[config.mk]
export PLATFORM = sky130hd
export DESIGN_NAME = dds_sweep_ctrl
export DESIGN_NICKNAME = d
export VERILOG_FILES = /design/src/rtl/dds_sweep_ctrl.sv
export SDC_FILE = /design/constraint.sdc
export NUM_CORES = 1
export LEC_CHECK = 0
export CAP_MARGIN = 15
export CORE_ASPECT_RATIO = 0.7
export CORE_MARGIN = 3
export CORE_UTILIZATION = 59
export DETAILED_ROUTE_END_ITERATION = 8
export PLACE_DENSITY = 0.83
export SETUP_SLACK_MARGIN = 0.5
export SYNTH_ARGS = -nofsm -noshare
export SYNTH_HDL_FRONTEND = slang
export SYNTH_SLANG_ARGS = --single-unit
[constraint.sdc]
create_clock -name clk -period 6 [get_ports clk]
set_clock_uncertainty 0.05 [all_clocks]
set_input_delay 1.2 -clock clk [delete_from_list [all_inputs] [get_ports clk]]
set_output_delay 1.2 -clock clk [all_outputs]
set_load 0.005 [all_outputs]
[src/rtl/dds_sweep_ctrl.sv]
// rtl/dds_sweep_ctrl.sv - linear frequency-sweep controller driving an NCO phase increment
module dds_sweep_ctrl #(
    parameter int APR = 48,
    parameter int NSW = 16,
    parameter int DWW = 16
) (
    input  logic           clk,
    input  logic           reset_n,
    input  logic [APR-1:0] cfg_start_inc,
    input  logic [APR-1:0] cfg_step,
    input  logic [NSW-1:0] cfg_nsteps,
    input  logic [DWW-1:0] cfg_dwell,
    input  logic           cfg_repeat,
    input  logic           start,
    input  logic           abort,
    input  logic           nco_valid,
    output logic [APR-1:0] phi_inc_o,
    output logic           nco_clken,
    output logic           busy,
    output logic           seg_strobe,
    output logic           done
);

    typedef enum logic [1:0] {
        S_IDLE = 2'd0,
        S_WARM = 2'd1,
        S_RUN  = 2'd2
    } state_t;

    state_t         state, state_n;
    logic [APR-1:0] sh_start_inc, sh_start_inc_n;
    logic [APR-1:0] sh_step, sh_step_n;
    logic [NSW-1:0] sh_nsteps, sh_nsteps_n;
    logic [DWW-1:0] sh_dwell, sh_dwell_n;
    logic           sh_repeat, sh_repeat_n;
    logic [DWW-1:0] dwell_cnt, dwell_cnt_n;
    logic [NSW-1:0] step_cnt, step_cnt_n;
    logic [APR-1:0] phi_n;
    logic           strobe_n;
    logic           done_n;
    logic           busy_n;

    always_ff @(posedge clk or negedge reset_n) begin
        if (!reset_n) begin
            state        <= S_IDLE;
            sh_start_inc <= '0;
            sh_step      <= '0;
            sh_nsteps    <= '0;
            sh_dwell     <= '0;
            sh_repeat    <= 1'b0;
            dwell_cnt    <= '0;
            step_cnt     <= '0;
            phi_inc_o    <= '0;
            seg_strobe   <= 1'b0;
            done         <= 1'b0;
            busy         <= 1'b0;
            nco_clken    <= 1'b0;
        end else begin
            state        <= state_n;
            sh_start_inc <= sh_start_inc_n;
            sh_step      <= sh_step_n;
            sh_nsteps    <= sh_nsteps_n;
            sh_dwell     <= sh_dwell_n;
            sh_repeat    <= sh_repeat_n;
            dwell_cnt    <= dwell_cnt_n;
            step_cnt     <= step_cnt_n;
            phi_inc_o    <= phi_n;
            seg_strobe   <= strobe_n;
            done         <= done_n;
            busy         <= busy_n;
            nco_clken    <= busy_n;
        end
    end

    always_comb begin
        state_n        = state;
        sh_start_inc_n = sh_start_inc;
        sh_step_n      = sh_step;
        sh_nsteps_n    = sh_nsteps;
        sh_dwell_n     = sh_dwell;
        sh_repeat_n    = sh_repeat;
        dwell_cnt_n    = dwell_cnt;
        step_cnt_n     = step_cnt;
        phi_n          = phi_inc_o;
        strobe_n       = 1'b0;
        done_n         = 1'b0;

        // Abort outranks both start acceptance and every RUN transition.
        if (abort) begin
            state_n     = S_IDLE;
            dwell_cnt_n = '0;
            step_cnt_n  = '0;
        end else begin
            case (state)
                S_IDLE: begin
                    if (start) begin
                        sh_start_inc_n = cfg_start_inc;
                        sh_step_n      = cfg_step;
                        sh_nsteps_n    = cfg_nsteps;
                        sh_dwell_n     = cfg_dwell;
                        sh_repeat_n    = cfg_repeat;
                        phi_n          = cfg_start_inc;
                        strobe_n       = 1'b1;
                        dwell_cnt_n    = cfg_dwell;
                        step_cnt_n     = '0;
                        state_n        = S_WARM;
                    end
                end
                S_WARM: begin
                    if (nco_valid) begin
                        state_n = S_RUN;
                    end
                end
                S_RUN: begin
                    if (dwell_cnt != '0) begin
                        dwell_cnt_n = dwell_cnt - 1'b1;
                    end else if (step_cnt != sh_nsteps) begin
                        phi_n       = phi_inc_o + sh_step;
                        step_cnt_n  = step_cnt + 1'b1;
                        dwell_cnt_n = sh_dwell;
                        strobe_n    = 1'b1;
                    end else if (sh_repeat) begin
                        phi_n       = sh_start_inc;
                        step_cnt_n  = '0;
                        dwell_cnt_n = sh_dwell;
                        strobe_n    = 1'b1;
                    end else begin
                        state_n = S_IDLE;
                        done_n  = 1'b1;
                    end
                end
                default: begin
                    state_n = S_IDLE;
                end
            endcase
        end

        busy_n = (state_n != S_IDLE);
    end

endmodule

==> results_dict.tcl, run 1 <==
set metrics [dict create \
    outcome "finished clean" \
    syn_avg_cell_area_um2 8.122 \
    antenna_found_initial 1 \
    crit_family "buffers and inverters" \
    ys_types 74 \
    n_antenna_cell 0 \
    critPathKind "primary input to flop" \
    hp-class "flop to flop" \
    nFillCells 1564 \
    drtPass1Iterations 5 \
    port_buffers 185 \
    yosys.area.top_type "dfrtp_1" \
    grt_pass1_vias 10830 \
    clock_sinks 214 \
    sequentialPowerShare_pct 37.5 \
    hold_buffers 0 \
    leakagePower_nw 7.270 \
    clk_latency_ps 520 \
    crit_chain "clkdlybuf4s50_1 -> nor2_1 -> nand3_2 -> a21oi_4 -> nor2_4 -> inv_2 -> o21ai_0 -> a31oi_1 -> a21o_1" \
    io_pins 186 \
    place_hpwl_mm 25.14 \
    synth_top_area_share_pct 43.21 \
    coreArea_um2 20230 \
    final_area_um2 15080 \
    crit_path_end_kind "flop" \
    final_util_pct 74.54 \
    worst_path_max_delay_cell "clkdlybuf4s50_1" \
    ys_seq_elements 214 \
    relSlewSlack_pct 24.21 \
    top_usage_layer "met1" \
    synthTopCellsByArea "dfrtp_1 43%, nand2_1 15%, ha_1 4.9%" \
    rsz0062_at_grt "false" \
    whs_path_depth 2 \
    grt_util_met2_pct 46.23 \
    synth_area_um2 12390 \
    min_period_over_period_pct 68.13 \
    ys_async_sr_fraction_pct 100.0 \
    drt_wl_total_mm 35.83 \
    p_int_mw 3.292 \
    grt_overflow_total 0 \
    die_h_um 127.3 \
    clk_pin_slew_ps 60 \
    grt_use_met3_pct 5.853 \
    post_cts_resized 0 \
    r2r_end "phi_inc_o[9]" \
    syn_nets 1710 \
    place.gp.congestion 0.9532 \
    drive_gt1_share_pct 3.995 \
    cts_tree "done" \
    drt_iter0_drc 1053 \
    cap_violations 0 \
    p_total_mw 5.131 \
    ctsLongestPathBuffers 3 \
    die_x_um 179.2 \
    p_sw_share_pct 35.84 \
    synth-main-ff-cell "dfrtp_1" \
    reg2reg_from "step_cnt[13]" \
    tightest_slew_ps 1137 \
    p_per_area_nw_per_um2 340.3 \
    ff2ff_path_depth 10 \
    initial_core_util_pct 61.27 \
    combPwrFrac_pct 35.8 \
    syn_inst 1526 \
    max_freq_ghz 0.2446 \
    clkPwrFrac_pct 26.7 \
    hold_start "sh_start_inc[23]" \
    die_area_um2 22810 \
    ant_nets 0 \
    grt_pass1_wl_mm 57.04 \
    cts_buffers 22 \
    vdd_drop_max_uv 221.1 \
    cpPeakStageDelay_ps 1110 \
    pre_cts_slack_ps 1445 \
    root_buffer "clkbuf_16" \
    fin_nets 1846 \
    min_to "sh_start_inc[23]" \
    h-tree-depth 1 \
    drc 0 \
    area_growth_pct 21.66 \
    synth_warnings 0 \
    cp_data_arrival_time_ps 4440 \
    place_area_um2 14360 \
    reg2reg_slack_ps 2360 \
    setup_viol 0 \
    hold_viol 0 \
    fin_crit_ps 4088 \
    num_rows 43 \
    critPathRequiredTime_ps 6350 \
    routed_via_density 6.024 \
    placedCellCount 1908 \
    crit_buf_inv 2 \
    layout_setup_ws_ps 1912 \
    path_max_fanout 39 \
    num_vias 11730 \
    wl_per_cell_um 18.40 \
    holdWs_ps 418.1 \
    met1_usage_pct 48.08 \
    grt_max_degree 122 \
    startpoint_type "primary input" \
    yosysSeqAreaShare_pct 43.21 \
    synth_edf_count 0 \
    maxSlewViolCount 0 \
    tns_ps 0 \
    layout.cells.non_filler 1947 \
    power.switching_mw 1.839 \
    cts_setup_buffers 0 \
    grtUsageTotal_pct 31.03 \
]
==> area by class of cell <==
class	instances	area, µm²	area share, %
inverter	20	75.07	0.4978
sequential	214	5355	35.51
clock inverter	6	66.31	0.4398
clock buffer	33	651.9	4.323
multi-input combinational	1208	6655	44.13
tap	270	337.8	2.240
timing repair buffer	196	1938	12.85
==> tightest hold or removal path: stages (launching register included) <==
cell and delay, ps:
dfrtp_1 340, nand2_1 50, nand2_1 50
==> registers in the layout, summed over array words and instances, names as in the netlist <==
name and cells:
dwell_cnt 16, sh_repeat 1, sh_dwell 16, step_cnt 16, seg_strobe 1, busy 1, state 2, phi_inc_o 48
sh_step 48, sh_nsteps 16, done 1, sh_start_inc 48
==> cell usage after synthesis (3+ instances only) <==
cell type    n
xor2_1      34
mux2i_1      7
o21a_1       4
o31ai_1      8
ha_1        49
o21ai_0    109
and2_1       6
o21bai_1     7
nor2b_1      4
a211o_1      3
clkbuf_1    70
nand4_1     21
a221oi_1     3
a221o_1      3
and3_1      17
nand3_1     16
nand2_1    506
a21o_1      41
a222oi_1     4
nor2_2       3
nor3_1      16
o311a_1      3
o211ai_1    26
a311oi_1     9
buf_2        4
a31oi_1     15
nor4_1       6
inv_1       19
a21oi_1     77
or2_2        6
or3_1        8
a211oi_1    19
o21ai_1      7
nor2_1      91
buf_1        7
o41ai_1      3
nand2b_1     8
and4_1       3
xnor2_1     28
dfrtp_1    214
a21boi_0     3
==> power by group through the flow <==
stage / logic [mW] / registers (mW) / clock network (mW)
2_1_floorplan: 1.22 / 1.86 / 0
3_3_place_gp: 1.75 / 1.93 / 0
3_5_place_dp: 1.80 / 1.93 / 0
4_1_cts: 1.81 / 1.91 / 1.39
5_1_grt: 2.03 / 1.94 / 1.44
6_report: 1.84 / 1.92 / 1.37
==> kinds of logic after synthesis <==
family	count (synthesis)	synth area share (%)
AND/OR/NAND/NOR	722	24.49
AO/OA/AOI/OAI	366	18.87
flip-flops	214	43.21
buffers and inverters	104	3.291
XOR/XNOR	62	4.381
adder cells (fa/ha/maj)	50	5.108
multiplexers	8	0.6562
==> metal layers <==
metal | vias to the layer above | wire (µm)
li1 | 5535 | -
met1 | 5596 | 16110
met2 | 544 | 15560
met3 | 52 | 3560
met4 | 2 | 574
met5 | - | 20
==> cell usage in the layout, fill, tap and decap left out, types with 8 or more instances in the layout <==
master             n
clkdlybuf4s50_1  184
and3_1            17
a31oi_1           15
nand3_1           16
nand2b_1           8
xor2_1            34
dfrtp_1          214
xnor2_1           28
ha_1              49
a21oi_1           77
a211oi_1          19
nand4_1           21
o31ai_1            8
buf_4             11
o21ai_0          109
nor2_1            91
clkbuf_16         22
inv_1             19
a311oi_1           9
a21o_1            41
nand2_1          506
nor3_1            16
o211ai_1          26
==> worst max-delay path by stage <==
stage	startpoint	endpoint	slack, ps	cells past startpoint
6_report	abort	phi_inc_o[9]	1910	9
5_1_grt	abort	phi_inc_o[21]	1720	9
4_1_cts	abort	phi_inc_o[21]	1970	9
3_5_place_dp	abort	phi_inc_o[21]	1440	9
3_3_place_gp	abort	phi_inc_o[21]	1500	9
2_1_floorplan	phi_inc_o[0]	phi_inc_o[14]	3130	12
(Power assumes the default switching activity.)
==> inputs of run 2 (changes only) <==
--- a/config.mk
+++ b/config.mk
@@ -8,9 +8,9 @@
 export CAP_MARGIN = 15
 export CORE_ASPECT_RATIO = 0.7
 export CORE_MARGIN = 3
-export CORE_UTILIZATION = 59
+export CORE_UTILIZATION = 55
 export DETAILED_ROUTE_END_ITERATION = 8
-export PLACE_DENSITY = 0.83
+export PLACE_DENSITY = 0.78
 export SETUP_SLACK_MARGIN = 0.5
 export SYNTH_ARGS = -nofsm -noshare
 export SYNTH_HDL_FRONTEND = slang
==> constraint.sdc (replaced) <==
create_clock -name clk -period 3.9 [get_ports clk]
set_clock_uncertainty 0.05 [all_clocks]
set_input_delay 0.78 -clock clk [delete_from_list [all_inputs] [get_ports clk]]
set_output_delay 0.78 -clock clk [all_outputs]
set_load 0.005 [all_outputs]
==> run 2 against run 1 <==
  * Worst setup slack worse by 1200 ps
  * Power grew 59%
  * Hold slack lost 210 ps
  * Register-to-register slack worse by 1700 ps
  * Utilization fell by 4.5 points
  * Count of clock-buffer cells in the layout down 7
  * Critical endpoint is now phi_inc_o[39]
  * Highest routed layer is now met4
==> results_dict.tcl, run 2 (same netlist as run 1, synthesis figures left out) <==
set metrics [dict create \
    path_max_fanout 5 \
    root_buffer "clkbuf_16" \
    num_rows 45 \
    die_h_um 131.6 \
    worst_path_max_delay_cell "a31oi_1" \
    layout_common_cells "506 x nand2_1, 214 x dfrtp_1, 184 x clkdlybuf4s50_1" \
    max_freq_ghz 0.3102 \
    reg_top3 "phi_inc_o (48), sh_start_inc (48), sh_step (48)" \
    startpoint_type "flop" \
    coreArea_um2 21900 \
    setup_viol 0 \
    nFillCells 1754 \
    tightest_slew_ps 871.2 \
    die_area_um2 24400 \
    outcome "finished clean" \
    crit_chain "ha_1 -> a21o_1 -> a21oi_1 -> a21oi_1 -> a31oi_1 -> o41ai_2 -> a211oi_2 -> o21ba_2 -> xnor2_1 -> a221o_1" \
    port_buffers 185 \
    hold_viol 0 \
    area_growth_pct 23.70 \
    h-tree-depth 1 \
    drt_iter0_drc 959 \
    r2r_end "phi_inc_o[39]" \
    multi_input_area_um2 6695 \
    path_common_cell "a21oi_1" \
    relSlewSlack_pct 41.70 \
    place_hpwl_mm 25.01 \
    leakagePower_nw 7.363 \
    wl_per_cell_um 18.18 \
    cp_data_arrival_time_ps 3580 \
    min_period_over_period_pct 82.66 \
    grt_overflow_total 0 \
    ctsLongestPathBuffers 3 \
    grt_pass1_wl_mm 56.83 \
    endpoint "phi_inc_o[39]" \
    tns_ps 0 \
    n_antenna_cell 0 \
    crit_path_end_kind "flop" \
    holdWs_ps 212.3 \
    reg2reg_from "phi_inc_o[3]" \
    grtUsageTotal_pct 28.61 \
    place_area_um2 14460 \
    cap_violations 0 \
    grt_pass1_vias 10690 \
    clk_pin_slew_ps 70 \
    critPathRequiredTime_ps 4260 \
    die_x_um 185.4 \
    fin_nets 1852 \
    clk_latency_ps 520 \
    maxSlewViolCount 0 \
    antenna_found_initial 0 \
    final_area_um2 15330 \
    clock_sinks 214 \
    cts_tree "done" \
    drive_gt1_share_pct 4.872 \
    p_total_mw 8.165 \
    final_common_cell "nand2_1" \
    routed_via_density 5.854 \
    cts_buffers 22 \
    critPathKind "flop to flop" \
    drc 0 \
    place.gp.congestion 0.9555 \
    layout.cells.non_filler 1965 \
    cpPeakStageDelay_ps 480 \
    p_per_area_nw_per_um2 532.5 \
    drt_wl_total_mm 35.72 \
    drtPass1Iterations 5 \
    hold_buffers 0 \
    hp-class "primary input to asynchronous set/reset pin" \
    ant_nets 0 \
    reg2reg_slack_ps 680 \
    io_pins 186 \
    num_vias 11500 \
    ff2ff_path_depth 10 \
    regArea_um2 5355 \
    startpoint "phi_inc_o[3]" \
    initial_core_util_pct 56.59 \
    grt_max_degree 135 \
    placedCellCount 1925 \
    fin_crit_ps 3224 \
    rsz0062_at_grt "false" \
    vdd_drop_max_uv 322.8 \
]
-- run 2: cell types whose count changed in the layout (fill, tap and decap cells not counted), moves of 3 or more --
cell       change
clkbuf_8       -4
clkbuf_1       -3
buf_12         +4
bufinv_16      +5
-- run 2: report_power, final --
part | total [mW] | switching, mW | internal, mW
Combinational | 2.85 | 1.60 | 1.25
Clock | 2.38 | 0.901 | 1.48
Sequential | 2.94 | 0.332 | 2.61
Total | 8.17 | 2.83 | 5.33
-- run 2: stage by stage --
step	utilization [%]	worst slack (ps)
final	70.00	676.2
after CTS	69.79	623.6
after floorplan	-	1027
after global placement	66.04	728.3
after global routing	70.00	502.5
after detailed placement	66.04	645.6
-- run 2: timing repair --
item,4_1_cts,5_1_grt
gates resized for setup,0,8
setup buffers,0,1
setup endpoints to repair,0,8
-- run 2: layout make-up --
class	count	share of cell area, %
inverters	20	0.4896
clock buffers	26	3.819
clock inverters	13	1.534
well taps	282	2.301
flip-flops and latches	214	34.93
repair buffers	202	13.26
multi-input cells	1208	43.67
-- run 2: routing by layer --
layer / vias to the layer above / track usage [%] / routed length (µm)
li1: 5548 / - / -
met1: 5479 / 45.58 / 17100
met2: 451 / 41.72 / 15330
met3: 26 / 4.593 / 2899
met4: 0 / 4.540 / 394
met5: - / 0 / 0
-- run 2: how the worst min path moves through the flow --
stage / depth (start not counted) / start / endpoint / slack [ps]
floorplan: 2 / sh_start_inc[23] / sh_start_inc[23] / 380
global placement: 2 / sh_start_inc[23] / sh_start_inc[23] / 390
detailed placement: 2 / sh_start_inc[29] / sh_start_inc[29] / 400
CTS: 1 / reset_n / sh_step[7] / 230
global route: 1 / reset_n / sh_step[7] / 250
finish: 1 / reset_n / sh_step[7] / 210
-- run 2: worst max-delay path, delay by kind of cell, from the launching register on --
kind	cells	cell delay [ps]
xor+xnor	1	80
flops	1	400
fa+ha+maj	1	380
compound gates	8	2190
